[config.mk]
export PLATFORM = sky130hd
export DESIGN_NAME = instr_feeder
export DESIGN_NICKNAME = d
export VERILOG_FILES = /design/src/rtl/instr_feeder.sv
export SDC_FILE = /design/constraint.sdc
export NUM_CORES = 1
export LEC_CHECK = 0
export CAP_MARGIN = 40
export CORE_ASPECT_RATIO = 0.8
export CORE_MARGIN = 1
export CORE_UTILIZATION = 59
export CTS_CLUSTER_SIZE = 8
export DETAILED_ROUTE_END_ITERATION = 6
export PLACE_DENSITY_LB_ADDON = 0.08
export SLEW_MARGIN = 25
export SYNTH_ARGS = -nofsm -noshare
export SYNTH_HDL_FRONTEND = slang
export SYNTH_SLANG_ARGS = --single-unit
export TNS_END_PERCENT = 20
[constraint.sdc]
create_clock -name Clock -period 6.1 [get_ports Clock]
set_clock_uncertainty 0.2 [all_clocks]
set_input_delay 1.22 -clock Clock [delete_from_list [all_inputs] [get_ports Clock]]
set_output_delay 1.22 -clock Clock [all_outputs]
set_load 0.01 [all_outputs]
[src/rtl/instr_feeder.sv]
// Prefetching instruction source for the 16-bit multicycle processor: ROM -> FIFO -> DIN/Run.
// Optional retired-instruction counter enabled by defining INSTR_FEEDER_COUNT_EN.
module instr_feeder #(
  parameter int AW    = 8,
  parameter int DEPTH = 4
) (
  input  logic          Clock,
  input  logic          Resetn,
  input  logic          Start,
  input  logic          Done,
  input  logic [15:0]   RomQ,
  output logic [AW-1:0] Addr,
  output logic [15:0]   DIN,
  output logic          Run,
  output logic          Halted,
  output logic [AW-1:0] PC,
  output logic [1:0]    dbg_state_o
`ifdef INSTR_FEEDER_COUNT_EN
  ,
  output logic [15:0]   Retired
`endif
);

  localparam int PW = $clog2(DEPTH);
  localparam int CW = PW + 1;
  localparam logic [CW:0] DEPTH_L = (CW+1)'(DEPTH);

  typedef enum logic [1:0] {S_IDLE, S_READY, S_BUSY, S_HALT} state_e;

  state_e          state_q, state_d;
  logic [AW-1:0]   pc_q, pc_d;
  logic            inflight_q, inflight_d;
  logic            halt_seen_q, halt_seen_d;
  logic [PW-1:0]   wr_ptr_q, wr_ptr_d, rd_ptr_q, rd_ptr_d;
  logic [CW-1:0]   count_q, count_d;
  logic [15:0]     mem_q [DEPTH];

  logic            run_w, pop, flush, push, req, empty, head_halt;
  logic [CW:0]     occ;
  logic [15:0]     head;

  assign head      = mem_q[rd_ptr_q];
  assign head_halt = (head[15:13] == 3'b111);
  assign empty     = (count_q == '0);
  assign occ       = {1'b0, count_q} + (CW+1)'(inflight_q);

  // Handshake: Run is a one-cycle issue strobe; the processor captures DIN on the
  // edge that samples Run, and signals completion with a one-cycle Done while BUSY.
  always_comb begin
    state_d = state_q;
    run_w   = 1'b0;
    pop     = 1'b0;
    flush   = 1'b0;
    case (state_q)
      S_IDLE, S_HALT: begin
        if (Start) begin
          state_d = S_READY;
          flush   = 1'b1;
        end
      end
      S_READY: begin
        if (!empty) begin
          pop = 1'b1;
          if (head_halt) begin
            state_d = S_HALT;
          end else begin
            run_w   = 1'b1;
            state_d = S_BUSY;
          end
        end
      end
      S_BUSY: begin
        if (Done) state_d = S_READY;
      end
      default: state_d = S_IDLE;
    endcase
  end

  // In-flight word is counted against capacity so the FIFO can never overflow.
  always_comb begin
    req         = ((state_q == S_READY) || (state_q == S_BUSY)) && !halt_seen_q && (occ < DEPTH_L);
    push        = inflight_q && !flush;
    pc_d        = pc_q;
    inflight_d  = req;
    halt_seen_d = halt_seen_q;
    wr_ptr_d    = wr_ptr_q;
    rd_ptr_d    = rd_ptr_q;
    count_d     = count_q;
    if (flush) begin
      pc_d        = '0;
      inflight_d  = 1'b0;
      halt_seen_d = 1'b0;
      wr_ptr_d    = '0;
      rd_ptr_d    = '0;
      count_d     = '0;
    end else begin
      if (req) pc_d = pc_q + AW'(1);
      if (push) begin
        wr_ptr_d = wr_ptr_q + PW'(1);
        if (RomQ[15:13] == 3'b111) halt_seen_d = 1'b1;
      end
      if (pop) rd_ptr_d = rd_ptr_q + PW'(1);
      count_d = count_q + CW'(push) - CW'(pop);
    end
  end

  always_ff @(posedge Clock or negedge Resetn) begin
    if (!Resetn) begin
      state_q     <= S_IDLE;
      pc_q        <= '0;
      inflight_q  <= 1'b0;
      halt_seen_q <= 1'b0;
      wr_ptr_q    <= '0;
      rd_ptr_q    <= '0;
      count_q     <= '0;
      for (int i = 0; i < DEPTH; i++) mem_q[i] <= '0;
    end else begin
      state_q     <= state_d;
      pc_q        <= pc_d;
      inflight_q  <= inflight_d;
      halt_seen_q <= halt_seen_d;
      wr_ptr_q    <= wr_ptr_d;
      rd_ptr_q    <= rd_ptr_d;
      count_q     <= count_d;
      if (push) mem_q[wr_ptr_q] <= RomQ;
    end
  end

`ifdef INSTR_FEEDER_COUNT_EN
  logic [15:0] retired_q, retired_d;

  always_comb begin
    retired_d = retired_q;
    if (flush) retired_d = '0;
    else if ((state_q == S_BUSY) && Done && (retired_q != 16'hFFFF)) retired_d = retired_q + 16'd1;
  end

  always_ff @(posedge Clock or negedge Resetn) begin
    if (!Resetn) retired_q <= '0;
    else         retired_q <= retired_d;
  end

  assign Retired = retired_q;
`endif

  assign Addr        = pc_q;
  assign PC          = pc_q;
  assign DIN         = head;
  assign Run         = run_w;
  assign Halted      = (state_q == S_HALT);
  assign dbg_state_o = state_q;

endmodule
==> results.yml, run 1 <==
run_status:
  outcome: "finished clean"
detailed_routing:
  wl_mm: 7.47
  post_drt_wl_per_cell_um: 18.3
  vias: 2341
  drc: 0
  drt_iter0_markers: 64
  ant_nets: 0
  viasPerCell: 5.72
  drtPass1Iterations: 4
logic_synthesis:
  async_flop_share_pct: 100
  synth_area_mm2: 0.00396
  ys.flop_type: "dfrtp_1"
  yosys.area.top_type: "dfrtp_1"
  synth.top_cell.area_share_pct: 52.5
  ys_top_cells_by_area: "dfrtp_1 52%, mux2_2 18%, mux4_2 9.1%, ha_1 3.5%, buf_4 1.9%"
  syn-instance-count: 272
  synth_seq_cells: 83
  synth_commonest_cells: "83 x dfrtp_1, 64 x mux2_2, 16 x mux4_2"
  synth_nets: 304
  yosys.cell_count.top_type: "dfrtp_1"
  synth.distinct_cells: 40
  synth-seq-area-share_pct: 52.5
  synth_edf_count: 0
  avgSynthCellArea_um2: 14.6
  yosys_warnings: 0
worst_hold_path:
  whs_endpoint: "mem_q[14]"
  min_path_cells: 1
  min_path_type: "register to register"
  min_from: "mem_q[14]"
timing:
  fin_setup_tns_ps: 0
  whs_ps: 306
  tightest_slew_ps: 760
  finalMaxSlewViolations: 0
  slew-limit-headroom_pct: 49.4
  min_period_ps: 4010
  rsz0062_at_grt: "false"
  setup_viol: 0
  fmax_ghz: 0.249
  finalCritPeriodShare_pct: 65.8
  hold_viol: 0
global_routing:
  track_usage_pct: 23.7
  grt_max_degree: 46
  grt.overflow.total: 0
  grt_pass1_vias: 2470
  grt_first_pass_wirelength_mm: 12.3
  grt_antenna_before_repair: 0
cts:
  cts_max_level: 3
  cts_tree: "yes"
  post_cts_resized: 0
  cts_root_buffer: "clkbuf_8"
  post-cts-setup-buffer-count: 0
  hold_buffers: 0
  cts-buffers-inserted: 9
  cts_sinks: 83
  path_clk_slew_ps: 80
  clk_latency_ps: 340
  ctsLongestPathBuffers: 2
power_and_ir_drop:
  p_per_area_mw_per_mm2: 568
  combPwrFrac_pct: 45.5
  p_leak_nw: 2.02
  p_sw_share_pct: 32.4
  switchingPower_mw: 0.874
  clkPwrFrac_pct: 17.3
  p_int_mw: 1.82
  total_power_mw: 2.70
  power_frac_seq_pct: 37.2
  ir_worst_vdd_mv: 0.372
place:
  place.port_buffers: 55
  post-dp-hpwl_mm: 4.99
  gp_congestion: 0.745
finish:
  num_antenna_cells: 0
  fill_cells: 427
  num-nets-final: 353
  seq_area_mm2: 0.00208
  multiInputGateArea_mm2: 0.00171
  drive_above_1_share_pct: 32.6
  syn2layout_area_growth_pct: 20.1
worst_setup_path:
  worstPathCellList: "buf_4, mux4_2, nand3_1, and2_1, clkdlybuf4s50_1"
  rrSetupSlack_ps: 3280
  worst_setup_path_end_kind: "output port"
  r2r_cells: 11
  cp.arrival_ps: 2590
  cpPeakStageDelay_ps: 560
  slowest_stage: "mux4_2"
  critPathLaunchType: "register"
  regToRegEndpoint: "count_q[2]"
  regToRegStartpoint: "dbg_state_o[0]"
  worstPathMaxFanout: 13
  critPathKind: "register to output port"
  required_ps: 4680
flow_run:
  maxCapViolCount: 0
floorplan:
  die_w_um: 93.6
  die_height_um: 75.3
  core_area_mm2: 0.00644
  ioPinCount: 56
  dieArea_mm2: 0.00704
  rows: 26
  initial_core_util_pct: 61.5
==> cell type report <==
cell class / instances / share of cell area [%]
multi-input combinational: 160 / 35.9
clock inverter: 4 / 2.08
inverter: 9 / 0.711
timing repair buffer: 58 / 12.4
sequential: 83 / 43.7
clock buffer: 11 / 2.97
tap: 84 / 2.21
==> power groups by stage <==
stage                     Combinational (mW)  Clock (mW)  Sequential [mW]
after detailed placement                1.22           0             1.01
after global placement                  1.19           0            0.995
after CTS                               1.23       0.479             1.00
final                                   1.23       0.467             1.00
after floorplan                        0.882           0            0.934
after global routing                    1.33       0.499             1.04
==> cell families (layout without fill, tap and decap cells) <==
group	count (synthesis)	after routing	share of synthesized area, %
multiplexers	83	83	28.1
flip-flops	83	83	52.5
XOR/XNOR	4	4	0.885
adder cells (fa/ha/maj)	12	12	3.98
buffers and inverters	29	82	4.42
AND/OR/NAND/NOR	44	44	6.76
AO/OA/AOI/OAI	17	17	3.41
==> placed cells by master (no fill, tap or decap), drive strengths merged, types with 4 or more instances in the layout <==
master	count
dfrtp	83
mux2	64
clkdlybuf4s50	54
mux4	16
ha	11
clkbuf	11
nor2	10
inv	9
nand2	9
nand3	8
o211ai	6
and2	5
buf	4
==> per-stage QoR <==
step | instances | setup WS [ps] | area, µm² | util [%]
6_report | 409 | 2090 | 4750 | 73.8
5_1_grt | 409 | 1940 | 4750 | 73.8
3_5_place_dp | 393 | 2440 | 4510 | 69.9
4_1_cts | 408 | 2040 | 4750 | 73.7
3_3_place_gp | 392 | 2460 | 4480 | 69.5
2_1_floorplan | 272 | 3190 | 3960 | -
==> worst max-delay path by stage <==
stage	from	to	slack (ps)
finish	rd_ptr_q[0]	Run	2090
global route	rd_ptr_q[0]	Run	1940
CTS	rd_ptr_q[0]	Run	2040
detailed placement	rd_ptr_q[0]	Run	2440
global placement	rd_ptr_q[0]	Run	2460
floorplan	Start	count_q[2]	3190
==> worst max-delay path: cells and delay by family (launching register included) <==
family | cells | cell delay [ps]
buffers and inverters | 2 | 870
multiplexers | 1 | 560
AND/OR/NAND/NOR | 2 | 320
flip-flops | 1 | 500
==> flip-flops by register name (all words and copies together), names as in the netlist <==
signal	flops
mem_q	64
Addr	8
halt_seen_q	1
rd_ptr_q	2
count_q	3
wr_ptr_q	2
dbg_state_o	2
inflight_q	1
==> per-layer routing <==
layer  global-route usage [%]  vias to the layer above  part of all wire [%]
met5                        0                        -                     0
met4                     9.74                        0                   1.6
met3                     5.56                       10                   4.4
met2                     39.4                       67                    50
met1                     30.6                     1183                    44
li1                         -                     1081                     -
Note: power is estimated with default switching activity, not from simulation.
==> run 2: changes to the inputs <==
--- a/config.mk
+++ b/config.mk
@@ -8,7 +8,7 @@
 export CAP_MARGIN = 40
 export CORE_ASPECT_RATIO = 0.8
 export CORE_MARGIN = 1
-export CORE_UTILIZATION = 59
+export CORE_UTILIZATION = 54
 export CTS_CLUSTER_SIZE = 8
 export DETAILED_ROUTE_END_ITERATION = 6
 export PLACE_DENSITY_LB_ADDON = 0.08
==> constraint.sdc (replaced) <==
create_clock -name Clock -period 3.9 [get_ports Clock]
set_clock_uncertainty 0.2 [all_clocks]
set_input_delay 0.78 -clock Clock [delete_from_list [all_inputs] [get_ports Clock]]
set_output_delay 0.78 -clock Clock [all_outputs]
set_load 0.01 [all_outputs]
==> run 2 against run 1 <==
The flow now finishes with violations (DRC); design area is 0.26% lower; via count increased by 0.43%; final cell count grew 1.5%; sequential share of layout area grew 0.12 points; sequential cell count unchanged; sequential power rose by 55%; combinational power rose by 56%; hold slack got worse by 140 ps; core utilization down 6.0 points; wire length shrank 4.7%; die area is 9.0% higher.
==> results.yml, run 2 (synthesis gave the netlist of run 1 again) <==
floorplan:
  dieArea_mm2: 0.00768
  core_area_mm2: 0.00699
  die_w_um: 97.7
  ioPinCount: 56
  rows: 27
  initial_core_util_pct: 56.6
  die_height_um: 78.6
global_routing:
  grt_pass1_vias: 2444
  grt_antenna_before_repair: 0
  grt_max_degree: 52
  track_usage_pct: 21.2
  grt_first_pass_wirelength_mm: 12.4
  grt.overflow.total: 0
finish:
  layout_common_cells: "83 x dfrtp_1, 64 x mux2_2, 54 x clkdlybuf4s50_1"
  largest_reg_flops: 64
  num_antenna_cells: 0
  regMostFlops: "mem_q"
  num-nets-final: 355
  final_common_cell: "dfrtp_1"
  drive_above_1_share_pct: 33.5
  syn2layout_area_growth_pct: 19.8
  stdcell_count: 415
timing:
  tightest_slew_ps: 569
  finalMaxSlewViolations: 0
  finalCritPeriodShare_pct: 84.9
  slew-limit-headroom_pct: 62.0
  setup_viol: 0
  hold_viol: 0
  min_period_ps: 3310
  rsz0062_at_grt: "false"
  fmax_ghz: 0.302
  fin_setup_tns_ps: 0
detailed_routing:
  vias: 2351
  drtPass1Iterations: 6
  ant_nets: 0
  drt_iter0_markers: 88
  viasPerCell: 5.67
  wl_mm: 7.12
  drc: 3
  post_drt_wl_per_cell_um: 17.2
cts:
  path_clk_slew_ps: 90
  cts_root_buffer: "clkbuf_8"
  cts_tree: "yes"
  cts_max_level: 3
  post-cts-setup-buffer-count: 0
  clk_latency_ps: 350
  post_cts_resized: 0
  cts_sinks: 83
  hold_buffers: 0
  ctsLongestPathBuffers: 2
  cts-buffers-inserted: 9
power_and_ir_drop:
  p_leak_nw: 2.01
  ir_worst_vdd_mv: 0.512
  p_per_area_mw_per_mm2: 866
flow_run:
  maxCapViolCount: 0
place:
  placed_cells: 398
  place.port_buffers: 55
  post-dp-hpwl_mm: 4.82
  gp_congestion: 0.705
worst_setup_path:
  worstPathMaxFanout: 7
  worst_setup_path_end_kind: "output port"
  critPathLaunchType: "register"
  rrSetupSlack_ps: 1100
  required_ps: 2920
  cp.arrival_ps: 2330
  critPathKind: "register to output port"
run_status:
  violations: "DRC"
  outcome: "complete, but fails checks"
worst_hold_path:
  min_path_type: "input pin to asynchronous set/reset pin"
==> run 2: cell types whose count changed in the layout (fill, tap and decap cells not counted) <==
cell / delta
buf_4: +2
bufinv_16: -2
clkinvlp_4: +2
inv_6: +2
clkbuf_1: -1
==> run 2: path summary, 6_finish.rpt <==
kind | startpoint | endpoint | cells past startpoint
hold / removal | Resetn | mem_q[36] | 1
setup / recovery | rd_ptr_q[0] | Run | 4
hold reg to reg | mem_q[18] | mem_q[18] | 1
min in group Clock | mem_q[18] | mem_q[18] | 1
max in group asynchronous | Resetn | mem_q[59] | 2
setup reg to reg | dbg_state_o[0] | count_q[2] | 11
==> run 2: critical path, cell delays in order, from the launching register on <==
cell and delay [ps]:
dfrtp_1 570, mux4_2 570, nand3_1 150, and2_1 150, clkdlybuf4s50_1 540
==> run 2: stage by stage <==
| step | area [µm²] | total power, mW | hold WS, ps | setup slack [ps] | utilization (%) |
|---|---|---|---|---|---|
| 5_1_grt | 4740 | 4.40 | 178 | 420 | 67.8 |
| 6_report | 4740 | 4.10 | 167 | 588 | 67.8 |
| 2_1_floorplan | 3960 | 2.84 | 274 | 1270 | - |
| 4_1_cts | 4730 | 4.14 | 174 | 522 | 67.7 |
| 3_5_place_dp | 4520 | 3.48 | 287 | 780 | 64.7 |
| 3_3_place_gp | 4500 | 3.43 | 282 | 870 | 64.3 |
==> run 2: final cells by class <==
type,instances,area [µm²]
fillers,534,2250
flip-flops and latches,83,2080
multi-input cells,160,1710
repair buffers,60,606
clock buffers,10,138
well taps,87,109
clock inverters,6,71.3
inverters,9,33.8
==> run 2: power by group <==
part	switching (mW)	internal, mW
logic	0.773	1.15
registers	0.278	1.27
clock network	0.319	0.319
==> run 2: routing by layer <==
layer,up-vias,share of wire [%],global-route usage [%],wire length [µm]
met1,1206,49,29.1,3450
met4,0,0.79,5.30,56
met2,45,47,33.5,3340
li1,1095,-,-,-
met5,-,0,0,0
met3,5,3.8,6.32,272
